## config.mk

```make
export PLATFORM = sky130hd
export DESIGN_NAME = seq_muldiv
export DESIGN_NICKNAME = d
export VERILOG_FILES = /design/src/rtl/seq_muldiv.sv
export SDC_FILE = /design/constraint.sdc
export NUM_CORES = 1
export LEC_CHECK = 0
export ABC_CLOCK_PERIOD_IN_PS = 3700
export CAP_MARGIN = 20
export CORE_UTILIZATION = 40
export DETAILED_ROUTE_END_ITERATION = 6
export PLACE_DENSITY = 0.7
export SYNTH_ARGS = -nofsm -noshare
export SYNTH_HDL_FRONTEND = slang
export SYNTH_SLANG_ARGS = --single-unit
```

## constraint.sdc

```tcl
create_clock -name Clock -period 3.7 [get_ports Clock]
set_input_delay 0.74 -clock Clock [delete_from_list [all_inputs] [get_ports Clock]]
set_output_delay 0.74 -clock Clock [all_outputs]
set_load 0.005 [all_outputs]
```

## src/rtl/seq_muldiv.sv

```systemverilog
// Iterative 16-bit multiply/divide: shift-add multiply, restoring divide, one bit per clock.
// Optional two's-complement mode is enabled by defining MULDIV_SIGNED_EN (adds the Signed port).
module seq_muldiv #(
   parameter int WIDTH = 16
) (
   input  logic             Clock,
   input  logic             Reset,
   input  logic             Start,
   input  logic             Op,
   input  logic [WIDTH-1:0] A,
   input  logic [WIDTH-1:0] B,
`ifdef MULDIV_SIGNED_EN
   input  logic             Signed,
`endif
   output logic             Busy,
   output logic             Done,
   output logic [WIDTH-1:0] ResultLo,
   output logic [WIDTH-1:0] ResultHi,
   output logic             DivZero
);

   typedef enum logic [1:0] {IDLE, RUN, DONE} state_t;

   localparam logic [4:0] CNT_LAST = 5'(WIDTH - 1);

   state_t             state_reg;
   logic [4:0]         cnt_reg;
   logic               op_reg;
   logic               neg_lo_reg;
   logic               neg_hi_reg;
   logic [WIDTH-1:0]   mcand_reg;
   logic [WIDTH-1:0]   hi_reg;
   logic [WIDTH-1:0]   lo_reg;
   logic               busy_reg;
   logic               done_reg;
   logic [WIDTH-1:0]   res_lo_reg;
   logic [WIDTH-1:0]   res_hi_reg;
   logic               divzero_reg;

   logic               signed_sel;
   logic               a_neg;
   logic               b_neg;
   logic [WIDTH-1:0]   a_mag;
   logic [WIDTH-1:0]   b_mag;

   logic [WIDTH:0]     mul_sum;
   logic [WIDTH:0]     div_shift;
   logic [WIDTH-1:0]   div_sub;
   logic               div_ok;
   logic [WIDTH-1:0]   hi_next;
   logic [WIDTH-1:0]   lo_next;
   logic [2*WIDTH-1:0] prod_mag;
   logic [2*WIDTH-1:0] prod_fix;
   logic [WIDTH-1:0]   res_lo_next;
   logic [WIDTH-1:0]   res_hi_next;

`ifdef MULDIV_SIGNED_EN
   assign signed_sel = Signed;
`else
   assign signed_sel = 1'b0;
`endif

   // Iterate on magnitudes; the sign is reapplied when the result is written.
   assign a_neg = signed_sel & A[WIDTH-1];
   assign b_neg = signed_sel & B[WIDTH-1];
   assign a_mag = a_neg ? (~A + 1'b1) : A;
   assign b_mag = b_neg ? (~B + 1'b1) : B;

   always_comb begin
      mul_sum   = {1'b0, hi_reg} + (lo_reg[0] ? {1'b0, mcand_reg} : '0);
      div_shift = {hi_reg, lo_reg[WIDTH-1]};
      div_ok    = (div_shift >= {1'b0, mcand_reg});
      // Only the low bits of the difference matter: when div_ok holds it is below the divisor.
      div_sub   = div_shift[WIDTH-1:0] - mcand_reg;
      if (op_reg) begin
         hi_next = div_ok ? div_sub : div_shift[WIDTH-1:0];
         lo_next = {lo_reg[WIDTH-2:0], div_ok};
      end else begin
         hi_next = mul_sum[WIDTH:1];
         lo_next = {mul_sum[0], lo_reg[WIDTH-1:1]};
      end

      prod_mag = {hi_next, lo_next};
      prod_fix = neg_lo_reg ? (~prod_mag + 1'b1) : prod_mag;
      if (op_reg) begin
         res_lo_next = neg_lo_reg ? (~lo_next + 1'b1) : lo_next;
         res_hi_next = neg_hi_reg ? (~hi_next + 1'b1) : hi_next;
      end else begin
         res_lo_next = prod_fix[WIDTH-1:0];
         res_hi_next = prod_fix[2*WIDTH-1:WIDTH];
      end
   end

   always_ff @(posedge Clock) begin
      if (Reset) begin
         state_reg   <= IDLE;
         cnt_reg     <= '0;
         op_reg      <= 1'b0;
         neg_lo_reg  <= 1'b0;
         neg_hi_reg  <= 1'b0;
         mcand_reg   <= '0;
         hi_reg      <= '0;
         lo_reg      <= '0;
         busy_reg    <= 1'b0;
         done_reg    <= 1'b0;
         res_lo_reg  <= '0;
         res_hi_reg  <= '0;
         divzero_reg <= 1'b0;
      end else begin
         case (state_reg)
            IDLE: begin
               done_reg <= 1'b0;
               if (Start) begin
                  op_reg      <= Op;
                  cnt_reg     <= '0;
                  divzero_reg <= 1'b0;
                  hi_reg      <= '0;
                  if (Op) begin
                     mcand_reg  <= b_mag;
                     lo_reg     <= a_mag;
                     neg_lo_reg <= a_neg ^ b_neg;
                     neg_hi_reg <= a_neg;
                  end else begin
                     mcand_reg  <= a_mag;
                     lo_reg     <= b_mag;
                     neg_lo_reg <= a_neg ^ b_neg;
                     neg_hi_reg <= a_neg ^ b_neg;
                  end
                  if (Op && (B == '0)) begin
                     // No iterations; DONE raises the pulse on its first cycle.
                     state_reg   <= DONE;
                     res_lo_reg  <= '1;
                     res_hi_reg  <= A;
                     divzero_reg <= 1'b1;
                  end else begin
                     state_reg <= RUN;
                     busy_reg  <= 1'b1;
                  end
               end
            end
            RUN: begin
               cnt_reg <= cnt_reg + 5'd1;
               hi_reg  <= hi_next;
               lo_reg  <= lo_next;
               if (cnt_reg == CNT_LAST) begin
                  state_reg  <= DONE;
                  busy_reg   <= 1'b0;
                  done_reg   <= 1'b1;
                  res_lo_reg <= res_lo_next;
                  res_hi_reg <= res_hi_next;
               end
            end
            DONE: begin
               if (done_reg) begin
                  done_reg  <= 1'b0;
                  state_reg <= IDLE;
               end else begin
                  done_reg <= 1'b1;
               end
            end
            default: begin
               state_reg <= IDLE;
               busy_reg  <= 1'b0;
               done_reg  <= 1'b0;
            end
         endcase
      end
   end

   assign Busy     = busy_reg;
   assign Done     = done_reg;
   assign ResultLo = res_lo_reg;
   assign ResultHi = res_hi_reg;
   assign DivZero  = divzero_reg;

endmodule

```

# Word level (Yosys, flattened, before mapping)
# Cells that the tools add are included.
# classes
mux,33
bitwise_logic,1
n_eq_ne,8
addsub,3
magnitude_cmp,1
reduce_logical,9
# ops
op,count
16-bit two-way mux,14
16-bit case mux with 2 select lines,4
16-bit by 16-bit adder with 17-bit output,1
17-bit by 16-bit greater-or-equal comparator with 1-bit output,1
16-bit zero test,1
16-bit subtractor,1
2-bit != test (second input constant),5
5-bit case mux with 2 select lines,1
2-bit two-way mux,4
4-bit AND reduction,2
1-bit two-way mux,6
2-bit case mux with 3 select lines,1
5-bit by 1-bit adder with 5-bit output (second input constant),1
5-bit by 4-bit == test with 1-bit output (second input constant),1
5-bit two-way mux,1
2-bit AND reduction,2
1-bit case mux with 3 select lines,1
3-bit AND reduction,1
2-bit by 1-bit == test with 1-bit output (second input constant),1
2-bit == test (second input constant),1
2-bit zero test,1
1-bit case mux with 2 select lines,1
2-bit nonzero test,1
1-bit logical AND,1
1-bit inverter,1
# totals
regBits,91
out_inout_bits,35
word_cells,66

# Depth between registers and ports, before layout
# logic_depth
word_depth,5
ltp_mapped,12

# Worst setup path before layout
# Ideal clock, no wire load.
# synth_path
path_type,reg2reg
start,register lo_reg[0]
end,register hi_reg[13]
required_time_ns,3.629
n_path_buf,1
stages_incl_launch_ff,13
t_arrival_ns,2.632
slack_ns,0.998
cell_sequence,dfxtp_1 -> clkbuf_1 -> and2_1 -> ha_1 -> fa_1 -> a211oi_1 -> o211ai_1 -> a31oi_1 -> o21ai_0 -> xnor2_1 -> mux2i_1 -> nand3_1 -> a21oi_1
# synth_between
elab_chain_len,4
# synth_lines
item,line_no,rtl
from (decl),33,logic [WIDTH-1:0] lo_reg;
from (signal assigned),120,lo_reg <= a_mag;
from (signal assigned),125,lo_reg <= b_mag;
from (signal assigned),144,lo_reg <= lo_next;
16-bit two-way mux,70,"mul_sum = {1'b0, hi_reg} + (lo_reg[0] ? {1'b0, mcand_reg} : '0);"
16-bit by 16-bit adder with 17-bit output,70,
16-bit two-way mux,75,if (op_reg) begin
16-bit case mux with 2 select lines,110,case (state_reg)
to (signal assigned),143,hi_reg <= hi_next;
to (decl),32,logic [WIDTH-1:0] hi_reg;
# Every way passes these cells.
# A chain may end at the register's enable or synchronous reset.

# Worst setup path after layout
# Ends and elaborated chain as after synthesis.

==> impl_metrics.ini <==
[drt]
route.detailed.drc = 0
ant_nets = 0
routed_wl_um = 18000
vias = 6039
routedWlPerCell_um = 16.7
firstDrtPassIters = 5
drt_iter0_markers = 345
viasPerCell = 5.61

[power_and_ir_drop]
swShare_pct = 42.6
powerDensity_nw_per_um2 = 569
p_sw_w = 0.00181
combPwrFrac_pct = 48.7
p_int_w = 0.00244
p_clk_share_pct = 20.3
seq_power_share_pct = 31.0
vdd_drop_max_uv = 389
leakagePower_nw = 2.84

[clock_tree]
clk_pin_slew_ns = 0.07
htree_levels = 3
post_cts.repair.setup_buffers = 0
clock_latency_ns = 0.34
cts_tree = done
cts_buffers = 9
cts.path.max_buffers = 2
clkSinkCount = 91
cts_resized = 0
postCtsHoldBufs = 0
root_buffer = clkbuf_16

[synth]
ys_dominant_reg_cell = dfxtp_1
synth_top_area_share_pct = 28.7
syn-instance-count = 810
synth_area_leaders = dfxtp_1 (29%), mux2i_1 (8.3%), ha_1 (7.3%), nor2_1 (5.7%), a21oi_1 (5.4%)
yosysSeqAreaShare_pct = 28.7
synth_edf_count = 0
synth_area_leader_cell = dfxtp_1
synth-seq-cells = 91
avgSynthCellArea_um2 = 7.85
async_flop_share_pct = 0
synthesis.area_um2 = 6350
synth_warnings = 0
synthesis.nets = 885
ys_types = 73

[die]
die_h_um = 128
initial_core_util_pct = 41.3
ios = 71
die-area_um2 = 16400
die_w_um = 128
num_rows = 45
core_um2 = 15400

[cells_and_area]
layout_commonest_cell = nor2_1
utilization_pct = 48.6
mostFrequentLayoutCells = nor2_1 (95), dfxtp_1 (91), nand2_1 (82)
diodes = 0
area_growth_pct = 17.5
fillers = 1524
seq_area_um2 = 1820
fin_nets = 936
layout-drive-gt1-share_pct = 6.94
multiInputGateArea_um2 = 4160

[worst_setup_path]
r2r_setup_slack_ns = 0.53
arrival_ns = 3.44
crit_fanout = 8
reg2reg_depth = 11
cp-start-kind = flip-flop
r2r_start = lo_reg[0]$_SDFFE_PP0P_
worst-setup-path-type = flip-flop to flip-flop
worstPathRequired_ns = 3.97
cp-end-kind = flip-flop
rr_endpoint = hi_reg[13]$_SDFFE_PP0P_

[grt]
track_usage_pct = 22.8
antenna_found_initial = 0
grt_pass1_vias = 5657
grt_max_degree = 43
grt_overflow_total = 0
grt_pass1_wl_um = 29700

[sta]
slew_violations = 0
fin_tns_setup_ns = 0
max-slew-margin-rel_pct = 46.8
max_freq_mhz = 315
worst_hold_slack_ns = 0.471
skew_ns = 0.00668
worst_slew_pin_slew_ns = 0.798
finalSetupViolCount = 0
post-route-period-util_pct = 85.7
fin_crit_ns = 3.17
hold_violations = 0
rsz0062_at_grt = false

[run_status]
run_status = finished, final reports clean

[worst_hold_path]
hold_start = lo_reg[1]$_SDFFE_PP0P_
hp-class = flip-flop to flip-flop
hold_path_depth = 2
min_to = lo_reg[1]$_SDFFE_PP0P_

[job]
maxCapViolations = 0

[placement]
hpwlAfterDp_um = 13300
port_buffers = 70
gp_congestion = 0.890
[routing by layer]
metal	vias to the layer above	wire, um	global-route usage [%]
met5	-	0	0
met4	0	387	8.10
met3	26	1030	3.51
met2	187	8140	36.3
met1	2798	8450	31.3
li1	3028	-	-
[logic make-up (layout without fill, tap and decap cells)]
logic type,count (synthesis),in the layout,share of synthesized area [%]
xor gates and xnor gates,17,17,2.34
DFF,91,91,28.7
buffers and inverters,79,134,5.95
AOI/OAI and AO/OA,220,220,23.3
and+or+nand+nor,307,307,22.8
muxes,57,57,9.06
adders and majority gates,39,39,7.91
[power groups by stage]
stage	Combinational (W)	Clock, W	Sequential, W
after floorplan	0.00147	0	0.00128
after global placement	0.00202	0	0.00133
after detailed placement	0.00204	0	0.00133
after global routing	0.00230	0.000920	0.00134
final	0.00207	0.000862	0.00132
after CTS	0.00205	0.000880	0.00131
[stage by stage]
step,worst slack [ns],cells,cell area [um2],power [W]
6_report,0.530,1076,7460,0.00425
4_1_cts,0.568,1076,7460,0.00425
5_1_grt,0.303,1076,7460,0.00455
3_5_place_dp,0.478,1061,7190,0.00337
2_1_floorplan,0.998,810,6350,0.00275
3_3_place_gp,0.532,1061,7190,0.00336
[critical path, stage by stage, from the launching register on]
cell and delay (ns):
dfxtp_1 0.42, and2_1 0.20, ha_1 0.22, fa_1 0.44
a211oi_1 0.38, o211ai_1 0.22, a31oi_1 0.30, o21ai_0 0.18
xnor2_1 0.16, mux2i_1 0.32, nand3_1 0.12, a21oi_1 0.16
[synth_stat cells, types with 5 or more instances]
cell / n
xnor2_1: 9
a31oi_1: 7
o211ai_1: 15
a211oi_1: 33
nand2b_1: 6
mux2i_1: 53
a21o_1: 13
clkbuf_1: 29
o21ai_0: 36
a21oi_1: 68
ha_1: 37
nand3b_1: 12
inv_1: 32
nor3_1: 33
nand2_1: 82
clkbuf_8: 6
nor2_1: 96
dfxtp_1: 91
xor2_1: 8
nand3_1: 27
nand4_1: 5
nor4_1: 5
and2_1: 18
[final cells by class]
cell class,count,area share (%)
inverters,33,1.66
repair buffers,86,11.0
well taps,211,3.54
clock inverters,6,0.654
clock buffers,9,3.02
multi-input cells,640,55.7
flip-flops and latches,91,24.4
[how the worst max path moves through the flow]
stage	cells past startpoint	startpoint	to	slack, ns
2_1_floorplan	12	lo_reg[0]$_SDFFE_PP0P_	hi_reg[13]$_SDFFE_PP0P_	1.0
3_3_place_gp	9	B[6]	ResultHi[7]$_SDFFE_PP0P_	0.53
3_5_place_dp	9	B[2]	ResultHi[7]$_SDFFE_PP0P_	0.48
4_1_cts	11	lo_reg[0]$_SDFFE_PP0P_	hi_reg[13]$_SDFFE_PP0P_	0.57
5_1_grt	11	lo_reg[0]$_SDFFE_PP0P_	hi_reg[13]$_SDFFE_PP0P_	0.30
6_report	11	lo_reg[0]$_SDFFE_PP0P_	hi_reg[13]$_SDFFE_PP0P_	0.53
No activity file was read; power rests on OpenSTA's default activity.
